--- src/rtl/draw_write_arbiter_if.sv ---
// Pixel-request and Avalon-MM write bundle for draw_write_arbiter.
// The slave modport is the arbiter's view: it is the sink of both draw
// sources and drives the SDRAM write port. The master modport is the
// environment: the two draw sources plus the Avalon slave.
interface draw_write_arbiter_if #(
  parameter int X_W     = 10,
  parameter int Y_W     = 10,
  parameter int COLOR_W = 16,
  parameter int ADDR_W  = 32
);
  logic               a_valid;
  logic               a_ready;
  logic [X_W-1:0]     a_x;
  logic [Y_W-1:0]     a_y;
  logic [COLOR_W-1:0] a_color;
  logic               b_valid;
  logic               b_ready;
  logic [X_W-1:0]     b_x;
  logic [Y_W-1:0]     b_y;
  logic [COLOR_W-1:0] b_color;
  logic [ADDR_W-1:0]  avm_address;
  logic               avm_write;
  logic [COLOR_W-1:0] avm_writedata;
  logic               avm_waitrequest;
  logic [15:0]        drop_count;
  logic               busy;

  modport slave (
    input  a_valid, a_x, a_y, a_color,
    input  b_valid, b_x, b_y, b_color,
    input  avm_waitrequest,
    output a_ready, b_ready,
    output avm_address, avm_write, avm_writedata,
    output drop_count, busy
  );

  modport master (
    output a_valid, a_x, a_y, a_color,
    output b_valid, b_x, b_y, b_color,
    output avm_waitrequest,
    input  a_ready, b_ready,
    input  avm_address, avm_write, avm_writedata,
    input  drop_count, busy
  );
endinterface

--- src/rtl/draw_write_arbiter.sv ---
// Round-robin arbiter sharing the SDRAM framebuffer write path between the
// touch-panel (A) and wifi-UART (B) draw sources. Each accepted in-range
// pixel becomes one Avalon-MM write; out-of-range pixels are dropped and
// counted with a saturating counter.

// Per-source range check and pixel-to-byte-address conversion.
module draw_write_arbiter_lane #(
  parameter int unsigned H_RES     = 640,
  parameter int unsigned V_RES     = 480,
  parameter int          X_W       = 10,
  parameter int          Y_W       = 10,
  parameter int          ADDR_W    = 32,
  parameter int unsigned BYTES     = 2,
  parameter logic [ADDR_W-1:0] BASE_ADDR = '0
) (
  input  logic [X_W-1:0]    x,
  input  logic [Y_W-1:0]    y,
  output logic              in_range,
  output logic [ADDR_W-1:0] addr
);
  assign in_range = (32'(x) < H_RES) && (32'(y) < V_RES);
  // Only registered when in_range is set, so the product never wraps
  // for any value that reaches the bus.
  assign addr = BASE_ADDR
              + (ADDR_W'(y) * ADDR_W'(H_RES) + ADDR_W'(x)) * ADDR_W'(BYTES);
endmodule

module draw_write_arbiter #(
  parameter int unsigned H_RES     = 640,
  parameter int unsigned V_RES     = 480,
  parameter int          X_W       = 10,
  parameter int          Y_W       = 10,
  parameter int          COLOR_W   = 16,   // 8, 16 or 32
  parameter int          ADDR_W    = 32,
  parameter logic [ADDR_W-1:0] BASE_ADDR = '0
) (
  input  logic clk_clk,
  input  logic reset_reset,
  draw_write_arbiter_if.slave bus
);
  localparam int          NUM_SRC = 2;     // index 0 = A, 1 = B
  localparam int unsigned BYTES   = COLOR_W / 8;

  typedef enum logic {IDLE, ISSUE} state_t;

  state_t                            state;
  logic                              last_grant;  // 0 = A, 1 = B
  logic [ADDR_W-1:0]                 addr_q;
  logic [COLOR_W-1:0]                data_q;
  logic                              write_q;
  logic [15:0]                       drop_q;

  logic [NUM_SRC-1:0]                src_valid;
  logic [NUM_SRC-1:0][X_W-1:0]       src_x;
  logic [NUM_SRC-1:0][Y_W-1:0]       src_y;
  logic [NUM_SRC-1:0][COLOR_W-1:0]   src_color;
  logic [NUM_SRC-1:0]                src_in_range;
  logic [NUM_SRC-1:0][ADDR_W-1:0]    src_addr;
  logic [NUM_SRC-1:0]                grant;
  logic                              sel;

  assign src_valid = {bus.b_valid, bus.a_valid};
  assign src_x     = {bus.b_x, bus.a_x};
  assign src_y     = {bus.b_y, bus.a_y};
  assign src_color = {bus.b_color, bus.a_color};

  for (genvar g = 0; g < NUM_SRC; g++) begin : g_lane
    draw_write_arbiter_lane #(
      .H_RES(H_RES), .V_RES(V_RES), .X_W(X_W), .Y_W(Y_W),
      .ADDR_W(ADDR_W), .BYTES(BYTES), .BASE_ADDR(BASE_ADDR)
    ) u_lane (
      .x        (src_x[g]),
      .y        (src_y[g]),
      .in_range (src_in_range[g]),
      .addr     (src_addr[g])
    );
  end

  // Grant only in IDLE; a tie goes to the source that did not win last.
  // Deliberately independent of avm_waitrequest.
  always_comb begin
    grant = '0;
    if (state == IDLE) begin
      if (&src_valid) grant = last_grant ? 2'b01 : 2'b10;
      else            grant = src_valid;
    end
  end

  assign sel         = grant[1];
  assign bus.a_ready = grant[0];
  assign bus.b_ready = grant[1];

  // Accept/drop in IDLE, hold the write in ISSUE until the slave takes it.
  always_ff @(posedge clk_clk or posedge reset_reset) begin
    if (reset_reset) begin
      state      <= IDLE;
      last_grant <= 1'b1;
      addr_q     <= '0;
      data_q     <= '0;
      write_q    <= 1'b0;
      drop_q     <= '0;
    end else begin
      case (state)
        IDLE: begin
          if (|grant) begin
            last_grant <= sel;
            if (src_in_range[sel]) begin
              addr_q  <= src_addr[sel];
              data_q  <= src_color[sel];
              write_q <= 1'b1;
              state   <= ISSUE;
            end else if (drop_q != 16'hFFFF) begin
              drop_q <= drop_q + 16'd1;
            end
          end
        end
        ISSUE: begin
          if (!bus.avm_waitrequest) begin
            write_q <= 1'b0;
            state   <= IDLE;
          end
        end
        default: state <= IDLE;
      endcase
    end
  end

  assign bus.avm_address   = addr_q;
  assign bus.avm_writedata = data_q;
  assign bus.avm_write     = write_q;
  assign bus.drop_count    = drop_q;
  assign bus.busy          = (state == ISSUE);
endmodule

--- src/flat_wrapper.sv ---
// flat-port wrapper written by rule: the top's interface ports become plain ports
module draw_write_arbiter_flat 
#(
  parameter int unsigned H_RES     = 640,
  parameter int unsigned V_RES     = 480,
  parameter int          X_W       = 10,
  parameter int          Y_W       = 10,
  parameter int          COLOR_W   = 16,                 
  parameter int          ADDR_W    = 32,
  parameter logic [ADDR_W-1:0] BASE_ADDR = '0
)
  (clk_clk, reset_reset, bus_a_valid, bus_a_x, bus_a_y, bus_a_color, bus_b_valid, bus_b_x, bus_b_y, bus_b_color, bus_avm_waitrequest, bus_a_ready, bus_b_ready, bus_avm_address, bus_avm_write, bus_avm_writedata, bus_drop_count, bus_busy);
  draw_write_arbiter_if #(.X_W(X_W), .Y_W(Y_W), .COLOR_W(COLOR_W), .ADDR_W(ADDR_W)) bus_i ();
  input  logic clk_clk;
  input  logic reset_reset;
  input wire logic [$bits(bus_i.a_valid)-1:0] bus_a_valid;
  input wire logic [$bits(bus_i.a_x)-1:0] bus_a_x;
  input wire logic [$bits(bus_i.a_y)-1:0] bus_a_y;
  input wire logic [$bits(bus_i.a_color)-1:0] bus_a_color;
  input wire logic [$bits(bus_i.b_valid)-1:0] bus_b_valid;
  input wire logic [$bits(bus_i.b_x)-1:0] bus_b_x;
  input wire logic [$bits(bus_i.b_y)-1:0] bus_b_y;
  input wire logic [$bits(bus_i.b_color)-1:0] bus_b_color;
  input wire logic [$bits(bus_i.avm_waitrequest)-1:0] bus_avm_waitrequest;
  output wire logic [$bits(bus_i.a_ready)-1:0] bus_a_ready;
  output wire logic [$bits(bus_i.b_ready)-1:0] bus_b_ready;
  output wire logic [$bits(bus_i.avm_address)-1:0] bus_avm_address;
  output wire logic [$bits(bus_i.avm_write)-1:0] bus_avm_write;
  output wire logic [$bits(bus_i.avm_writedata)-1:0] bus_avm_writedata;
  output wire logic [$bits(bus_i.drop_count)-1:0] bus_drop_count;
  output wire logic [$bits(bus_i.busy)-1:0] bus_busy;
  assign bus_i.a_valid = bus_a_valid;
  assign bus_i.a_x = bus_a_x;
  assign bus_i.a_y = bus_a_y;
  assign bus_i.a_color = bus_a_color;
  assign bus_i.b_valid = bus_b_valid;
  assign bus_i.b_x = bus_b_x;
  assign bus_i.b_y = bus_b_y;
  assign bus_i.b_color = bus_b_color;
  assign bus_i.avm_waitrequest = bus_avm_waitrequest;
  assign bus_a_ready = bus_i.a_ready;
  assign bus_b_ready = bus_i.b_ready;
  assign bus_avm_address = bus_i.avm_address;
  assign bus_avm_write = bus_i.avm_write;
  assign bus_avm_writedata = bus_i.avm_writedata;
  assign bus_drop_count = bus_i.drop_count;
  assign bus_busy = bus_i.busy;
  draw_write_arbiter #(.H_RES(H_RES), .V_RES(V_RES), .X_W(X_W), .Y_W(Y_W), .COLOR_W(COLOR_W), .ADDR_W(ADDR_W), .BASE_ADDR(BASE_ADDR)) u_core (.clk_clk(clk_clk), .reset_reset(reset_reset), .bus(bus_i));
endmodule
--- config.mk ---
export PLATFORM = sky130hd
export DESIGN_NAME = draw_write_arbiter_flat
export DESIGN_NICKNAME = d
export VERILOG_FILES = /design/src/rtl/draw_write_arbiter_if.sv /design/src/rtl/draw_write_arbiter.sv /design/src/flat_wrapper.sv
export SDC_FILE = /design/constraint.sdc
export NUM_CORES = 1
export LEC_CHECK = 0
export ABC_AREA = 0
export CORE_MARGIN = 2
export CORE_UTILIZATION = 37
export CTS_BUF_LIST = sky130_fd_sc_hd__clkbuf_8
export DETAILED_ROUTE_END_ITERATION = 8
export PLACE_DENSITY = 0.7
export SLEW_MARGIN = 5
export SYNTH_ARGS = -nofsm -noshare
export SYNTH_HDL_FRONTEND = slang
export SYNTH_SLANG_ARGS = --single-unit
--- constraint.sdc ---
create_clock -name clk_clk -period 2 [get_ports clk_clk]
set_clock_uncertainty 0.2 [all_clocks]
set_input_delay 0.6 -clock clk_clk [delete_from_list [all_inputs] [get_ports clk_clk]]
set_output_delay 0.6 -clock clk_clk [all_outputs]
set_load 0.02 [all_outputs]
==> impl_metrics.ini <==
[cells_and_area]
nNetsFinal = 824
final_layout_size_suffix_gt1_frac = 0.450
postLayoutCellArea_um2 = 7610
area_growth_syn_to_layout_pct = 84.4
antennaDiodeCount = 0

[synthesis]
postSynthAreaPerCell_um2 = 8.88
post_synth_main_area_contributors = sky130_fd_sc_hd__dfrtp_1 33%, sky130_fd_sc_hd__ha_1 12%, sky130_fd_sc_hd__nand2_1 7.7%
netlist_instances = 465
synth_area_um2 = 4130
synth.yosys.warnings = 0
post-synth-top-count-cell = sky130_fd_sc_hd__nand2_1
synth-seq-cells = 56
post_synth_num_cell_types = 61
synth_edf_count = 0
synth-async-reset-ratio = 1.00
yosys.area.top_type_share = 0.333
synthFlopType = sky130_fd_sc_hd__dfrtp_1
ys_seq_area_frac = 0.340
synth_commonest_cells = 85 x sky130_fd_sc_hd__nand2_1, 55 x sky130_fd_sc_hd__dfrtp_1, 44 x sky130_fd_sc_hd__nor2_1
synthDominantAreaCellType = sky130_fd_sc_hd__dfrtp_1

[placement]
cell_area_after_placement_um2 = 6550
detailedPlacementHpwl_um = 9860
gpl.final_weighted_congestion = 0.850
io_buffers = 133
pre_cts_ws_ns = -1.40

[worst_setup_path]
cp_num_buf_inv = 1
cp_max_fo = 4
worstPathCellList = clkdlybuf4s15_2 -> ha_4 -> ha_4 -> o21ai_1 -> or4b_4 -> o2111ai_4 -> nand4_1 -> xnor2_1 -> mux2i_1 -> o21ai_1
required_ns = 2.01
capturing_element_type_of_the_critical_path = flip-flop
timing.critical_path.slowest_cell_delay_ns = 0.51
crit_path_start_kind = input port
worst-endpoint-arrival_ns = 2.64
crit_type = in -> reg
critical_path.top_delay_family = simple AND/OR/NAND/NOR gates
crit_slowest_cell = sky130_fd_sc_hd__or4b_4

[worst_hold_path]
worstHoldPathType = reg -> reg

[floorplanning]
core-area_um2 = 10900
die_height_um = 110
initial_utilization = 0.379
die_w_um = 110
ioPinCount = 145
floorplan.die_area_um2 = 12000
rows = 38

[timing]
timing.final.crit_period_ns = 2.63
finalMaxSlewViolations = 0
achievable-frequency_ghz = 0.380
post_route_fraction_of_the_period_consumed_by_the_critical_path = 1.32
hold_viol_final = 0
rsz_0062_raised_after_global_routing = true
final_worst_path_setup_slack_ns = -0.635
setup_tns_ns = -9.64
finalSetupViolCount = 55
whs_ns = 0.294

[cts]
ctsHtreeMaxLevel = 2
cts-root-to-sink-buffers = 2
tritoncts = built
clk-insertion-delay-late_ns = 0.31
clock-sinks = 56
cts_hold_repair.buffers = 0
cts.reportedPaths.clkPinSlew_ns = 0.10
cts_buffers = 5
cts.root.buffer_cell = sky130_fd_sc_hd__clkbuf_8

[flow_run]
drv.max_cap_violation_count = 0

[detailed_routing]
detailed_route_wire_length_per_cell_um = 17.0
drt_iter0_markers = 355
via_count = 4321
routed_wl_um = 14300
drt_pre_antenna_iters = 4
remaining_antenna_violation_count = 0
post-route-drc-count = 0
post_drt_via_cell_ratio = 5.11

[power_and_ir_drop]
power.density_cell_area_nw_per_um2 = 901
power_uw = 6860
vdd.ir_drop.worst_uv = 578
p_leak_uw = 0.00336

[global_routing]
grt_antenna_before_repair = 0
track_usage = 0.214
wire_length_of_the_first_global_routing_pass_um = 20200
grt_pass1_vias = 4189
grt_max_degree = 35
grt_overflow = 0

[run_status]
status = finished, violations left
violations_in_the_final_reports = setup timing
## routing by layer
layer	vias up	global-route usage	wire [um]
li1	2084	-	-
met1	2087	0.254	5780
met2	141	0.403	7470
met3	9	0.0385	1000
met4	0	0.0398	93
met5	-	0	0
## tightest hold or removal path: stages (launching register included)
cell                      delay (ns)
sky130_fd_sc_hd__dfrtp_1        0.36
sky130_fd_sc_hd__nand2_1        0.05
sky130_fd_sc_hd__o21ai_1        0.06
## worst paths after layout
| path | end | depth (start not counted) | slack [ns] | from |
|---|---|---|---|---|
| max | u_core.bus.avm_address[17] | 10 | -0.63 | bus_b_y[6] |
| min | u_core.bus.avm_address[15] | 2 | 0.29 | u_core.bus.avm_address[15] |
| max reg2reg | u_core.bus.avm_writedata[12] | 10 | -0.17 | u_core.last_grant |
| min reg2reg | u_core.bus.avm_address[15] | 2 | 0.29 | u_core.bus.avm_address[15] |
| max in group asynchronous | u_core.bus.drop_count[4] | 3 | 0.74 | reset_reset |
| min in group asynchronous | u_core.bus.drop_count[12] | 2 | 0.42 | reset_reset |
## power breakdown
part / leakage (uW) / switching, uW / internal [uW] / total, uW
Combinational: 0.00264 / 2190 / 1990 / 4190
Sequential: 0.000664 / 347 / 1570 / 1920
Clock: 0.0000599 / 379 / 374 / 753
## layout make-up
class | count | area [um2]
fillers | 820 | 3270
repair buffers | 247 | 2270
well taps | 140 | 175
flip-flops and latches | 56 | 1410
inverters | 16 | 68.8
clock buffers | 5 | 68.8
multi-input cells | 378 | 3580
clock inverters | 3 | 42.5
## kinds of logic (layout without fill, tap and decap cells)
group           after synthesis  in the layout  share of synthesized area
xor+xnor                     42             42                     0.0891
mux                           3              3                    0.00848
simple gates                185            185                      0.221
buf+inv                      41            271                     0.0515
other cells                   1             11                   0.000908
fa+ha+maj                    43             43                      0.138
flops                        56             56                      0.340
compound gates               94             94                      0.151
## through the flow
stage	std cells	utilization
after global routing	845	0.699
after detailed placement	813	0.602
after floorplan	475	-
final	845	0.699
after global placement	813	0.602
after CTS	834	0.652
## sequential cells by signal, indices dropped and copies added (netlist names)
signal,flops
u_core.bus.busy,1
u_core.bus.avm_write,1
u_core.bus.avm_address,21
u_core.last_grant,1
u_core.bus.drop_count,16
u_core.bus.avm_writedata,16
## cells in the final DEF, fill, tap and decap left out, drive strengths merged, types with 2 or more instances in the layout
master	count
a211oi	2
a21o	7
a21oi	16
a221oi	2
a31oi	27
and2	2
and3	4
buf	129
clkbuf	14
clkdlybuf4s15	7
clkdlybuf4s50	48
conb	11
dfrtp	55
dlygate4sd2	54
fa	4
ha	39
inv	17
mux2i	2
nand2	86
nand2b	3
nand3	10
nand4	11
nor2	45
nor2b	5
nor3	5
nor3b	5
nor4	3
o2111ai	2
o211ai	2
o21a	5
o21ai	21
o22ai	2
xnor2	32
xor2	10
## timing repair
item | 4_1_cts | 5_1_grt
gates cloned | 1 | 5
resized for setup | 238 | 109
buffers inserted | 12 | 8
setup endpoints to repair | 112 | 63
pin swaps | 66 | 48
No activity file was read; power rests on OpenSTA's default activity.
